File: src/rtl/fir_acc_sink_if.sv
// Result stream between fir_acc_sink and its downstream consumer.
//   data  : signed result word at the FIFO head
//   valid : data holds an unread result
//   ready : consumer takes data on valid & ready
interface fir_acc_sink_if #(
    parameter int unsigned RW = 16
) ();
    logic [RW-1:0] data;
    logic          valid;
    logic          ready;

    modport master (output data, output valid, input ready);
    modport slave  (input data, input valid, output ready);
endinterface

File: src/rtl/fir_acc_sink.sv
// fir_acc_sink: output end of the systolic FIR tap chain.
// Drops the chain warm-up words, rounds and saturates each OW-bit accumulator
// to RW bits, and queues results in a small FIFO behind a valid/ready stream.
//
// Ports:
//   i_clk       clock, rising edge
//   i_rst_n     asynchronous active-low reset
//   i_ce        chain clock enable; i_acc sampled when high
//   i_acc       last-tap accumulator (signed, OW bits)
//   i_flush     synchronous clear of pipeline, FIFO, warm-up count, flags
//   str         result stream (master): data / valid / ready
//   o_overflow  sticky: a result was dropped because the FIFO was full
//   o_filling   high while the warm-up words are being discarded
//   o_sat_cnt   count of saturated results (only with FIR_SINK_SAT_CNT_EN)
//
// Optional feature macro: FIR_SINK_SAT_CNT_EN
module fir_acc_sink #(
    parameter int unsigned OW     = 40,
    parameter int unsigned RW     = 16,
    parameter int unsigned SHIFT  = 15,
    parameter int unsigned WARMUP = 8,
    parameter int unsigned DEPTH  = 4
) (
    input  logic              i_clk,
    input  logic              i_rst_n,
    input  logic              i_ce,
    input  logic [OW-1:0]     i_acc,
    input  logic              i_flush,
    fir_acc_sink_if.master    str,
    output logic              o_overflow,
    output logic              o_filling
`ifdef FIR_SINK_SAT_CNT_EN
    ,
    output logic [15:0]       o_sat_cnt
`endif
);

    localparam int unsigned AW = $clog2(DEPTH);
    localparam int unsigned CW = (WARMUP > 0) ? $clog2(WARMUP + 1) : 1;

    localparam logic [OW:0]   ROUND   = (OW + 1)'(1) << (SHIFT - 1);
    localparam logic [RW-1:0] SAT_MAX = {1'b0, {(RW - 1){1'b1}}};
    localparam logic [RW-1:0] SAT_MIN = {1'b1, {(RW - 1){1'b0}}};

    typedef enum logic {
        ST_FILL = 1'b0,
        ST_RUN  = 1'b1
    } state_e;

    // Without warm-up the block comes out of reset/flush already running.
    localparam state_e ST_INIT = (WARMUP > 0) ? ST_FILL : ST_RUN;

    state_e          state_q, state_d;
    logic [CW-1:0]   warm_q, warm_d, warm_inc;
    logic            filling_q;
    logic            ce_run;

    // ---------------- warm-up FSM: state register ----------------
    always_ff @(posedge i_clk or negedge i_rst_n) begin
        if (!i_rst_n) begin
            state_q   <= ST_INIT;
            warm_q    <= '0;
            filling_q <= (WARMUP != 0);
        end else begin
            state_q   <= state_d;
            warm_q    <= warm_d;
            filling_q <= (state_d == ST_FILL);
        end
    end

    // ---------------- warm-up FSM: next state ----------------
    always_comb begin
        state_d  = state_q;
        warm_d   = warm_q;
        ce_run   = 1'b0;
        warm_inc = warm_q + CW'(1);
        if (i_flush) begin
            // flush wins over a coincident i_ce: word dropped, count not bumped
            state_d = ST_INIT;
            warm_d  = '0;
        end else if (i_ce) begin
            case (state_q)
                ST_FILL: begin
                    warm_d = warm_inc;
                    if (warm_inc == CW'(WARMUP)) begin
                        state_d = ST_RUN;
                    end
                end
                ST_RUN:  ce_run = 1'b1;
                default: state_d = ST_INIT;
            endcase
        end
    end

    // ---------------- round half-up, then clip to RW bits ----------------
    logic [OW:0]        rnd_sum;
    logic signed [OW:0] q;
    logic               sat_hit;
    logic [RW-1:0]      sat_word;

    always_comb begin
        rnd_sum  = {i_acc[OW-1], i_acc} + ROUND;
        q        = $signed(rnd_sum) >>> SHIFT;
        // in range when every bit from the RW-1 sign position upward agrees
        sat_hit  = !((&q[OW:RW-1]) || (~|q[OW:RW-1]));
        sat_word = sat_hit ? (q[OW] ? SAT_MIN : SAT_MAX) : q[RW-1:0];
    end

    // ---------------- stage 1 register ----------------
    logic          s1_valid_q;
    logic [RW-1:0] s1_data_q;

    always_ff @(posedge i_clk or negedge i_rst_n) begin
        if (!i_rst_n) begin
            s1_valid_q <= 1'b0;
            s1_data_q  <= '0;
        end else if (i_flush) begin
            s1_valid_q <= 1'b0;
            s1_data_q  <= '0;
        end else begin
            s1_valid_q <= ce_run;
            if (ce_run) begin
                s1_data_q <= sat_word;
            end
        end
    end

    // ---------------- stage 2: result FIFO ----------------
    logic [RW-1:0] mem [DEPTH];
    logic [AW-1:0] wr_ptr_q, wr_ptr_d, rd_ptr_q, rd_ptr_d;
    logic [AW:0]   cnt_q, cnt_d;
    logic [RW-1:0] data_q, data_d;
    logic          valid_q;
    logic          ovf_q;
    logic          full, pop, wr_en, drop;

    // next FIFO state; the registered head is looked ahead from the next pointers
    always_comb begin
        full     = (cnt_q == (AW + 1)'(DEPTH));
        pop      = valid_q && str.ready;
        wr_en    = s1_valid_q && (!full || pop);
        drop     = s1_valid_q && full && !pop;
        wr_ptr_d = wr_en ? wr_ptr_q + AW'(1) : wr_ptr_q;
        rd_ptr_d = pop ? rd_ptr_q + AW'(1) : rd_ptr_q;
        cnt_d    = cnt_q;
        if (wr_en && !pop) begin
            cnt_d = cnt_q + (AW + 1)'(1);
        end else if (!wr_en && pop) begin
            cnt_d = cnt_q - (AW + 1)'(1);
        end
        if (cnt_d == '0) begin
            data_d = data_q;       // empty: keep showing the last popped word
        end else if (wr_en && (rd_ptr_d == wr_ptr_q)) begin
            data_d = s1_data_q;    // new head is the word being written now
        end else begin
            data_d = mem[rd_ptr_d];
        end
    end

    // storage array carries no reset; pointers define what is live
    always_ff @(posedge i_clk) begin
        if (wr_en) begin
            mem[wr_ptr_q] <= s1_data_q;
        end
    end

    always_ff @(posedge i_clk or negedge i_rst_n) begin
        if (!i_rst_n) begin
            wr_ptr_q <= '0;
            rd_ptr_q <= '0;
            cnt_q    <= '0;
            data_q   <= '0;
            valid_q  <= 1'b0;
            ovf_q    <= 1'b0;
        end else if (i_flush) begin
            wr_ptr_q <= '0;
            rd_ptr_q <= '0;
            cnt_q    <= '0;
            data_q   <= '0;
            valid_q  <= 1'b0;
            ovf_q    <= 1'b0;
        end else begin
            wr_ptr_q <= wr_ptr_d;
            rd_ptr_q <= rd_ptr_d;
            cnt_q    <= cnt_d;
            data_q   <= data_d;
            valid_q  <= (cnt_d != '0);
            ovf_q    <= ovf_q | drop;
        end
    end

`ifdef FIR_SINK_SAT_CNT_EN
    // saturation event counter, sticks at all-ones
    logic [15:0] sat_cnt_q;

    always_ff @(posedge i_clk or negedge i_rst_n) begin
        if (!i_rst_n) begin
            sat_cnt_q <= '0;
        end else if (i_flush) begin
            sat_cnt_q <= '0;
        end else if (ce_run && sat_hit && (sat_cnt_q != 16'hFFFF)) begin
            sat_cnt_q <= sat_cnt_q + 16'd1;
        end
    end

    assign o_sat_cnt = sat_cnt_q;
`endif

    assign str.data   = data_q;
    assign str.valid  = valid_q;
    assign o_overflow = ovf_q;
    assign o_filling  = filling_q;

endmodule
File: src/flat_wrapper.sv
// flat-port wrapper written by rule: the top's interface ports become plain ports
module fir_acc_sink_flat 
#(
    parameter int unsigned OW     = 40,
    parameter int unsigned RW     = 16,
    parameter int unsigned SHIFT  = 15,
    parameter int unsigned WARMUP = 8,
    parameter int unsigned DEPTH  = 4
)
  (i_clk, i_rst_n, i_ce, i_acc, i_flush, o_overflow, o_filling, str_data, str_valid, str_ready);
  fir_acc_sink_if #(.RW(RW)) str_i ();
  input  logic i_clk;
  input  logic i_rst_n;
  input  logic i_ce;
  input  logic [OW-1:0] i_acc;
  input  logic i_flush;
  output logic o_overflow;
  output logic o_filling;
  output wire logic [$bits(str_i.data)-1:0] str_data;
  output wire logic [$bits(str_i.valid)-1:0] str_valid;
  input wire logic [$bits(str_i.ready)-1:0] str_ready;
  assign str_data = str_i.data;
  assign str_valid = str_i.valid;
  assign str_i.ready = str_ready;
  fir_acc_sink #(.OW(OW), .RW(RW), .SHIFT(SHIFT), .WARMUP(WARMUP), .DEPTH(DEPTH)) u_core (.i_clk(i_clk), .i_rst_n(i_rst_n), .i_ce(i_ce), .i_acc(i_acc), .i_flush(i_flush), .str(str_i), .o_overflow(o_overflow), .o_filling(o_filling));
endmodule
File: config.mk
export PLATFORM = sky130hd
export DESIGN_NAME = fir_acc_sink_flat
export DESIGN_NICKNAME = d
export VERILOG_FILES = /design/src/rtl/fir_acc_sink_if.sv /design/src/rtl/fir_acc_sink.sv /design/src/flat_wrapper.sv
export SDC_FILE = /design/constraint.sdc
export NUM_CORES = 1
export LEC_CHECK = 0
export ABC_AREA = 1
export BUFFER_PORTS_ARGS = -buffer_cell sky130_fd_sc_hd__buf_2
export CELL_PAD_IN_SITES_DETAIL_PLACEMENT = 1
export CELL_PAD_IN_SITES_GLOBAL_PLACEMENT = 1
export CORE_MARGIN = 5
export CORE_UTILIZATION = 40
export CTS_CLUSTER_SIZE = 20
export DETAILED_ROUTE_END_ITERATION = 6
export PLACE_DENSITY_LB_ADDON = 0.1
export SETUP_SLACK_MARGIN = 0.15
export SYNTH_ARGS = -nofsm -noshare
export SYNTH_HDL_FRONTEND = slang
export SYNTH_SLANG_ARGS = --single-unit
File: constraint.sdc
create_clock -name i_clk -period 5 [get_ports i_clk]
set_input_delay 0.25 -clock i_clk [delete_from_list [all_inputs] [get_ports i_clk]]
set_output_delay 0.25 -clock i_clk [all_outputs]
set_load 0.02 [all_outputs]
==> impl_metrics.json <==
{
  "ys.flop_type": "edfxtp_1",
  "fin_crit_sh_pct": 54.45,
  "core_region_area_um2": 14480,
  "rsz0062_at_grt": "no",
  "cts_root_buf": "clkbuf_16",
  "synthAdderAreaFrac_pct": 1.914,
  "cp_max_fo": 18,
  "cts.htree.levels": 3,
  "yosysSeqAreaShare_pct": 53.12,
  "cp_data_arrival_time_ps": 2990,
  "post_cts_buffers": 0,
  "ys_top_cells_by_area": "edfxtp_1, dfrtp_1, nand2_1",
  "postCtsResizedCells": 0,
  "hp-class": "input pin to async pin",
  "slew-limit-headroom_pct": 29.04,
  "clock_path_buffers": 2,
  "grt_max_degree": 49,
  "pin_count": 64,
  "async_flop_share_pct": 42.86,
  "synthMuxAreaShare_pct": 0.1702,
  "clk-insertion-delay-late_ps": 360,
  "drtAntennaViolNets": 0,
  "setup_tns_ps": 0,
  "synth_cell_type_count": 35,
  "cp-end-kind": "flip-flop",
  "slew_violations": 0,
  "dr.pass1.iters": 4,
  "fin_area_um2": 6586,
  "grt_pass1_vias": 4818,
  "rows": 44,
  "synth_compound_gate_area_share_pct": 7.360,
  "required_ps": 5270,
  "initial_core_util_pct": 40.62,
  "ys_seq_elements": 112,
  "fp.dieH_um": 131.3,
  "yosys.area.top_type": "edfxtp_1",
  "die_area_um2": 17230,
  "yosys_warnings": 0,
  "status": "finished, final reports clean",
  "syn_area_um2": 5882,
  "route.detailed.drc": 0,
  "die_w_um": 131.3,
  "cts_made_buffers": 9,
  "gp_congestion": 0.8611,
  "ir_drop_v": 0.0001618,
  "synthXorXnorAreaFrac_pct": 3.106,
  "synth_enable_flop_cells": 64,
  "hold_viol_final": 0,
  "fin_skew_ps": 8.261,
  "ctsHoldBuffers": 0,
  "insertedDiodeCount": 0,
  "dpl_cell_area_um2": 6277,
  "period_needed_ps": 2722,
  "routed_via_density": 4.973,
  "vias": 4496,
  "numPortBuffers": 49,
  "track_usage_pct": 16.91,
  "wire_per_inst_um": 15.52,
  "setup_violations": 0,
  "synth-simple-area-share_pct": 28.27,
  "drt_wl_total_um": 14030,
  "antenna_found_initial": 0,
  "worstMarginPinSlew_ps": 1064,
  "max_cap_violations": 0,
  "synthDominantCellAreaShare_pct": 32.67,
  "total_leakage_power_nw": 2.781,
  "crit_type": "flip-flop to flip-flop",
  "synth_top_family_by_area": "simple AND/OR/NAND/NOR gates",
  "syn_nets": 724,
  "power_per_cell_area_nw_per_um2": 357.2,
  "hpwl_um": 10180,
  "grt_remaining_overflow": 0,
  "cts_sinks": 112,
  "area_growth_pct": 11.98,
  "syn_area_per_cell_um2": 8.779,
  "synthCells": 670,
  "clkTransAtPathRegs_ps": 70,
  "fmax_ghz": 0.3673,
  "finalNetCount": 769,
  "drt-initial-drc-count": 185,
  "crit_path_start_kind": "flip-flop",
  "cts_tree": "done",
  "drive_gt1_share_pct": 18.47,
  "grt_pass1_wl_um": 23910
}
## metal layers
metal | track usage (%) | share of wire [%] | wire (µm)
met5 | 0 | 0 | 0
met3 | 3.096 | 3.5 | 493
met4 | 5.314 | 1.4 | 202
met2 | 29.60 | 49 | 6873
met1 | 21.23 | 46 | 6458
## cell usage after synthesis, types with 7 or more instances
cell	number
o21ai_0	57
xor2_1	11
xnor2_1	8
nand3_1	26
nand2_1	187
ha_1	9
nor2_4	7
dfrtp_1	47
o21ai_1	18
nand3_2	12
nand2_2	20
edfxtp_1	64
nor2_2	9
clkbuf_1	10
inv_1	56
nor2_1	89
## cells in the final DEF, fill, tap and decap left out, types with 2 or more instances in the layout
cell type	count
nand3_4	2
inv_2	6
clkinv_1	4
nor3_1	2
xor2_1	11
buf_2	49
clkbuf_8	3
nand2_2	20
nor2_2	13
dfrtp_1	47
nand3_2	12
xnor2_1	8
buf_4	3
a21oi_2	2
edfxtp_1	64
nor2_1	85
ha_1	9
a21oi_1	4
nand2_1	187
o21ai_0	57
nand2_4	2
o21ai_1	18
inv_1	56
nand3_1	26
nor2_4	7
clkbuf_16	9
nand3b_1	3
## per-stage QoR
stage | power [mW] | hold slack [ps] | util (%) | setup WS [ps] | instances
5_1_grt | 2.492 | 181.1 | 45.49 | 1965 | 904
4_1_cts | 2.385 | 126.1 | 45.49 | 2234 | 904
3_3_place_gp | 1.616 | 472.2 | 43.35 | 2371 | 888
6_report | 2.353 | 84.61 | 45.49 | 2278 | 904
2_1_floorplan | 1.456 | -45.59 | - | 2797 | 670
3_5_place_dp | 1.641 | 493.5 | 43.35 | 2274 | 888
## critical path: stages, from the launching register on
cell and delay [ps]:
dfrtp_1 400, inv_1 60, ha_1 200, ha_1 220, a21oi_2 290, inv_1 210, a21oi_1 200, nand2_2 290
inv_2 360, nand2_1 90, nand2_1 120, nand2_1 70, o21ai_1 100
## final cells by class
type | instances | area, µm²
Sequential cell | 112 | 3124
Multi-Input combinational cell | 475 | 2411
Timing Repair Buffer | 52 | 267.8
Clock inverter | 3 | 38.79
Clock buffer | 13 | 270.3
Inverter | 65 | 244.0
Tap cell | 184 | 230.2
Fill cell | 1731 | 7893
## sequential cells by signal, indices dropped and copies added, names as in the netlist
register	cells
u_core.warm_q	4
u_core.s1_data_q	16
u_core.o_overflow	1
u_core.rd_ptr_q	2
u_core.str.valid	1
u_core.mem	64
u_core.s1_valid_q	1
u_core.state_q	1
u_core.wr_ptr_q	2
u_core.str.data	16
u_core.cnt_q	3
u_core.o_filling	1
## logic make-up (layout without fill, tap and decap cells)
| family | after synthesis | after routing |
|---|---|---|
| XOR/XNOR | 20 | 20 |
| AO/OA/AOI/OAI | 84 | 84 |
| adder cells (fa/ha/maj) | 9 | 9 |
| AND/OR/NAND/NOR | 361 | 361 |
| buffers and inverters | 83 | 133 |
| multiplexers | 1 | 1 |
| flip-flops | 112 | 112 |
## final timing paths
path                                        start                   end  slack, ps  depth (start not counted)
worst min register to register  u_core.o_overflow     u_core.o_overflow        500                          2
min in group i_clk                           i_ce     u_core.s1_valid_q        200                          3
worst max-delay path              u_core.cnt_q[0]   u_core.str.data[10]       2280                         12
max in group asynchronous                 i_rst_n  u_core.s1_data_q[12]       4250                          1
worst min-delay path                      i_rst_n    u_core.str.data[2]         80                          1
worst max register to register    u_core.cnt_q[0]   u_core.str.data[10]       2280                         12
## where the power goes
| group | switching, mW | total, mW | internal, mW |
|---|---|---|---|
| sequential | 0.0305 | 1.06 | 1.03 |
| combinational | 0.390 | 0.549 | 0.159 |
| clock | 0.313 | 0.741 | 0.427 |
Power figures use the tool's default switching activity.
